--- config.mk ---
export PLATFORM = sky130hd
export DESIGN_NAME = cpu_reg_file
export DESIGN_NICKNAME = d
export VERILOG_FILES = /design/src/rtl/cpu_reg_file.sv
export SDC_FILE = /design/constraint.sdc
export NUM_CORES = 1
export LEC_CHECK = 0
export CAP_MARGIN = 25
export CORE_ASPECT_RATIO = 1.1
export CORE_MARGIN = 4
export CORE_UTILIZATION = 50
export CTS_BUF_LIST = sky130_fd_sc_hd__clkbuf_2
export DETAILED_ROUTE_END_ITERATION = 10
export PLACE_DENSITY_LB_ADDON = 0.2
export SLEW_MARGIN = 20
export SYNTH_ARGS = -nofsm -noshare
export SYNTH_HDL_FRONTEND = slang
export SYNTH_SLANG_ARGS = --single-unit
--- constraint.sdc ---
create_clock -name clk -period 5.9 [get_ports clk]
set_input_delay 1.77 -clock clk [delete_from_list [all_inputs] [get_ports clk]]
set_output_delay 1.77 -clock clk [all_outputs]
set_load 0.005 [all_outputs]
--- src/rtl/cpu_reg_file.sv ---
// General-purpose register file: one write port with load/inc/dec/clear modify modes,
// two registered write-first read ports, and carry/zero flags from the last accepted write.
module cpu_reg_file #(
  parameter int unsigned DATA_W   = 8,
  parameter int unsigned NUM_REGS = 4,
  parameter int unsigned ADDR_W   = $clog2(NUM_REGS),
  parameter int unsigned ZERO_R0  = 0
) (
  input  logic              clk,
  input  logic              rst,
  input  logic              we,
  input  logic [1:0]        op,
  input  logic [ADDR_W-1:0] waddr,
  input  logic [DATA_W-1:0] wdata,
  input  logic [ADDR_W-1:0] ra_addr,
  input  logic [ADDR_W-1:0] rb_addr,
  output logic [DATA_W-1:0] ra_data,
  output logic [DATA_W-1:0] rb_data,
  output logic              carry,
  output logic              zero
);

  localparam logic [1:0] OpLoad = 2'b00;
  localparam logic [1:0] OpInc  = 2'b01;
  localparam logic [1:0] OpDec  = 2'b10;
  localparam logic [1:0] OpClr  = 2'b11;

  localparam logic [DATA_W-1:0] One = {{(DATA_W-1){1'b0}}, 1'b1};

  logic [DATA_W-1:0] regs_q [NUM_REGS];
  logic [DATA_W-1:0] regs_d [NUM_REGS];
  logic [DATA_W-1:0] ra_q, ra_d;
  logic [DATA_W-1:0] rb_q, rb_d;
  logic              carry_q, carry_d;
  logic              zero_q, zero_d;

  logic              wr_accept;
  logic [DATA_W-1:0] old_val;
  logic [DATA_W-1:0] res;
  logic              res_carry;

  assign wr_accept = we && (32'(waddr) < NUM_REGS) && !((ZERO_R0 != 0) && (waddr == '0));

  // Old value is only meaningful for in-range addresses; out-of-range never commits.
  always_comb begin
    old_val = '0;
    for (int unsigned i = 0; i < NUM_REGS; i++) begin
      if (32'(waddr) == i) old_val = regs_q[i];
    end
  end

  always_comb begin
    res       = '0;
    res_carry = 1'b0;
    unique case (op)
      OpLoad: begin
        res       = wdata;
        res_carry = 1'b0;
      end
      OpInc: begin
        res       = old_val + One;
        res_carry = &old_val;
      end
      OpDec: begin
        res       = old_val - One;
        res_carry = (old_val == '0);
      end
      OpClr: begin
        res       = '0;
        res_carry = 1'b0;
      end
      default: begin
        res       = '0;
        res_carry = 1'b0;
      end
    endcase
  end

  always_comb begin
    for (int unsigned i = 0; i < NUM_REGS; i++) begin
      regs_d[i] = regs_q[i];
      if (wr_accept && (32'(waddr) == i)) regs_d[i] = res;
      if ((ZERO_R0 != 0) && (i == 0)) regs_d[i] = '0;
    end
  end

  // Reads sample the post-write array so a same-cycle write is bypassed to the ports.
  always_comb begin
    ra_d = '0;
    rb_d = '0;
    for (int unsigned i = 0; i < NUM_REGS; i++) begin
      if (32'(ra_addr) == i) ra_d = regs_d[i];
      if (32'(rb_addr) == i) rb_d = regs_d[i];
    end
  end

  always_comb begin
    carry_d = carry_q;
    zero_d  = zero_q;
    if (wr_accept) begin
      carry_d = res_carry;
      zero_d  = (res == '0);
    end
  end

  always_ff @(posedge clk or negedge rst) begin
    if (!rst) begin
      for (int unsigned i = 0; i < NUM_REGS; i++) regs_q[i] <= '0;
      ra_q    <= '0;
      rb_q    <= '0;
      carry_q <= 1'b0;
      zero_q  <= 1'b1;
    end else begin
      for (int unsigned i = 0; i < NUM_REGS; i++) regs_q[i] <= regs_d[i];
      ra_q    <= ra_d;
      rb_q    <= rb_d;
      carry_q <= carry_d;
      zero_q  <= zero_d;
    end
  end

  assign ra_data = ra_q;
  assign rb_data = rb_q;
  assign carry   = carry_q;
  assign zero    = zero_q;

endmodule

==> impl_metrics.sql <==
INSERT INTO impl_metrics (metric_group, metric, value, unit) VALUES
('yosys', 'yosysWarningCount', '0', ''),
('worst_setup_path', 'endpoint_kind', 'flop', ''),
('routing', 'drt_pass1_iterations', '5', ''),
('layout', 'final_common_cell', 'sky130_fd_sc_hd__dfrtp_1', ''),
('grt', 'grt_first_pass_wirelength', '11600', 'µm'),
('die', 'die-height', '87.7', 'µm'),
('cts', 'cts.repair_timing.setup_buffer_count', '0', ''),
('timing', 'final_min_period_over_clock_period', '0.843', ''),
('cts', 'clkSlewWorstSetupHoldPaths', '0.26', 'ns'),
('place', 'port-buffer-count', '36', ''),
('routing', 'route.detailed.wl_per_inst', '18.3', 'µm'),
('cts', 'clock_tree.root_cell', 'sky130_fd_sc_hd__clkbuf_2', ''),
('grt', 'grt.overflow.total', '0', ''),
('timing', 'setup_ws', '0.924', 'ns'),
('die', 'design.portCount', '37', ''),
('worst_setup_path', 'cp_slowest_cell', 'sky130_fd_sc_hd__clkdlybuf4s50_1', ''),
('cts', 'tritoncts', 'yes', ''),
('routing', 'drt-initial-drc-count', '213', ''),
('pwr', 'ir_worst_vdd', '155', 'µV'),
('timing', 'fin_tns_setup', '0', 'ns'),
('routing', 'viasPerCell', '6.02', ''),
('worst_setup_path', 'r2r_end', 'ra_data[6]$_DFF_PN0_', ''),
('pwr', 'power.static_leakage', '1.35', 'nW'),
('grt', 'track_usage', '0.216', ''),
('yosys', 'async_reset_ff_frac', '1.00', ''),
('routing', 'drc', '0', ''),
('cts', 'clkLatencyLatePin', '0.44', 'ns'),
('worst_setup_path', 'critical_path_cell_count', '11', ''),
('place', 'cell_area_after_placement', '3300', 'µm²'),
('place', 'place.detailed.hpwl', '5010', 'µm'),
('yosys', 'postSynthCellCount', '266', ''),
('worst_setup_path', 'critical_path.startpoint', 'waddr[0]', ''),
('pwr', 'total_power_consumption_of_the_routed_design', '1.05', 'mW'),
('worst_setup_path', 'worst_path_largest_cell_delay', '0.79', 'ns'),
('worst_setup_path', 'wp_data_required', '6.26', 'ns'),
('timing', 'period_needed', '4.98', 'ns'),
('die', 'design.core.area', '5500', 'µm²'),
('worst_setup_path', 'cell_repeated_most_along_the_worst_path', 'sky130_fd_sc_hd__mux2i_1', ''),
('layout', 'layout-drive-gt1-share', '0.140', ''),
('place', 'dp_worst_setup_slack', '0.396', 'ns'),
('timing', 'achievable-frequency', '201', 'MHz'),
('routing', 'drt_wl_total', '6850', 'µm'),
('layout', 'final_cell_count_no_fill', '374', ''),
('layout', 'finalInstanceArea', '3350', 'µm²'),
('worst_setup_path', 'cp_cell_sequence', 'clkdlybuf4s50_1 > mux2i_1 > mux2i_1 > ha_1 > nor2b_1 > o2111ai_1 > nand4_1 > or3_1 > a32oi_2 > a21oi_1 > mux4_2', ''),
('die', 'effective_utilization_at_floorplan', '0.525', ''),
('yosys', 'synthesis.area_per_instance', '10.8', 'µm²'),
('cts', 'cts.htree.levels', '2', ''),
('die', 'chipWidth', '80.4', 'µm'),
('grt', 'initial_antenna_violation_count', '0', ''),
('pwr', 'power_density', '312', 'nW/µm²'),
('place', 'dp_cells', '366', ''),
('layout', 'most-common-layout-cells', 'sky130_fd_sc_hd__dfrtp_1, sky130_fd_sc_hd__clkdlybuf4s50_1, sky130_fd_sc_hd__nand2_1, sky130_fd_sc_hd__nor2_1, sky130_fd_sc_hd__mux4_2', ''),
('yosys', 'synth_top_flop_cell', 'sky130_fd_sc_hd__dfrtp_1', ''),
('timing', 'finalHoldViolations', '0', ''),
('cts', 'clock_path_buffers', '2', ''),
('yosys', 'synth_cell_types', '45', ''),
('worst_setup_path', 'timing.reg2reg.setup_slack', '2.72', 'ns'),
('worst_setup_path', 'r2r.worst_path.cells', '10', ''),
('yosys', 'synth_cell_area', '2890', 'µm²'),
('timing', 'timing.hold.ws', '0.578', 'ns'),
('worst_setup_path', 'crit-reg2reg-launch', 'regs_q[2]$_DFF_PN0_', ''),
('worst_setup_path', 'critical_path_peak_fanout', '8', ''),
('worst_setup_path', 'critPathCapture', 'ra_data[6]$_DFF_PN0_', ''),
('timing', 'finalSetupViolations', '0', ''),
('yosys', 'synth-edff-count', '0', ''),
('timing', 'slew-limit-headroom', '0.533', ''),
('timing', 'rsz_0062_raised_after_global_routing', 'false', ''),
('layout', 'utilization', '0.609', ''),
('worst_setup_path', 'crit_family', 'multiplexers', ''),
('status', 'run_status', 'completed', '');
-- cells by family (layout without fill, tap and decap cells) --
| family | after synthesis | count (layout) | share of synthesized area |
|---|---|---|---|
| AO/OA/AOI/OAI | 63 | 63 | 0.144 |
| buffers and inverters | 24 | 57 | 0.0351 |
| AND/OR/NAND/NOR | 88 | 88 | 0.151 |
| adder cells (fa/ha/maj) | 9 | 9 | 0.0416 |
| multiplexers | 26 | 26 | 0.175 |
| XOR/XNOR | 6 | 6 | 0.0182 |
| flip-flops | 50 | 50 | 0.434 |
-- synthesized netlist by cell type (3+ instances only) --
cell type / number / area share
sky130_fd_sc_hd__o2111ai_1: 4 / 0.012
sky130_fd_sc_hd__mux4_2: 18 / 0.14
sky130_fd_sc_hd__o21ai_1: 5 / 0.0087
sky130_fd_sc_hd__nor2_1: 22 / 0.029
sky130_fd_sc_hd__nand2b_1: 3 / 0.0065
sky130_fd_sc_hd__xnor2_1: 4 / 0.012
sky130_fd_sc_hd__nor3_1: 6 / 0.010
sky130_fd_sc_hd__nand4_1: 5 / 0.011
sky130_fd_sc_hd__nand3b_1: 3 / 0.0078
sky130_fd_sc_hd__o211ai_1: 7 / 0.018
sky130_fd_sc_hd__mux2i_1: 6 / 0.021
sky130_fd_sc_hd__a22oi_1: 7 / 0.018
sky130_fd_sc_hd__clkbuf_1: 15 / 0.020
sky130_fd_sc_hd__dfrtp_1: 49 / 0.42
sky130_fd_sc_hd__inv_1: 7 / 0.0091
sky130_fd_sc_hd__nor2b_1: 6 / 0.013
sky130_fd_sc_hd__o21a_1: 4 / 0.010
sky130_fd_sc_hd__nand3_1: 8 / 0.014
sky130_fd_sc_hd__nand2_1: 24 / 0.031
sky130_fd_sc_hd__a21oi_1: 17 / 0.029
sky130_fd_sc_hd__ha_1: 8 / 0.035
sky130_fd_sc_hd__o21ai_0: 8 / 0.014
sky130_fd_sc_hd__a31oi_1: 5 / 0.011
-- worst min-delay path by stage --
stage	slack, ns	start	endpoint
final	0.58	regs_q[19]$_DFF_PN0_	regs_q[19]$_DFF_PN0_
after global routing	0.61	zero$_DFFE_PN1P_	zero$_DFFE_PN1P_
after CTS	0.58	regs_q[19]$_DFF_PN0_	regs_q[19]$_DFF_PN0_
after detailed placement	0.52	carry$_DFFE_PN0P_	carry$_DFFE_PN0P_
after global placement	0.51	carry$_DFFE_PN0P_	carry$_DFFE_PN0P_
after floorplan	0.49	regs_q[0]$_DFF_PN0_	regs_q[0]$_DFF_PN0_
-- cell type report --
cell class	instances	area [µm²]
inverter	7	26.3
multi-input combinational	192	1530
tap	75	93.8
sequential	50	1250
timing repair buffer	42	400
clock inverter	3	21.3
clock buffer	5	25.0
fill	479	2150
-- layer usage --
metal / part of all wire / routed length [µm] / up-vias / GRT usage
met4: 0.014 / 99 / 0 / 0.0676
met2: 0.46 / 3120 / 75 / 0.319
met5: 0 / 0 / - / 0
met3: 0.053 / 363 / 7 / 0.0422
li1: - / - / 1059 / -
met1: 0.48 / 3270 / 1110 / 0.323
-- power breakdown --
| part | switching [mW] | internal, mW |
|---|---|---|
| combinational | 0.218 | 0.217 |
| sequential | 0.0382 | 0.428 |
| clock | 0.116 | 0.0292 |
-- worst register-to-register path, delay by kind of cell (launching register included) --
kind | cells | cell delay (ns)
compound gates | 3 | 0.67
fa+ha+maj | 1 | 0.37
flops | 1 | 0.44
mux | 3 | 0.96
simple gates | 3 | 0.66
-- state kept, by name, summed over array words and instances (netlist names) --
signal and cells:
regs_q 32, ra_data 8, rb_data 8, carry 1, zero 1
Note: power is estimated with default switching activity, not from simulation.
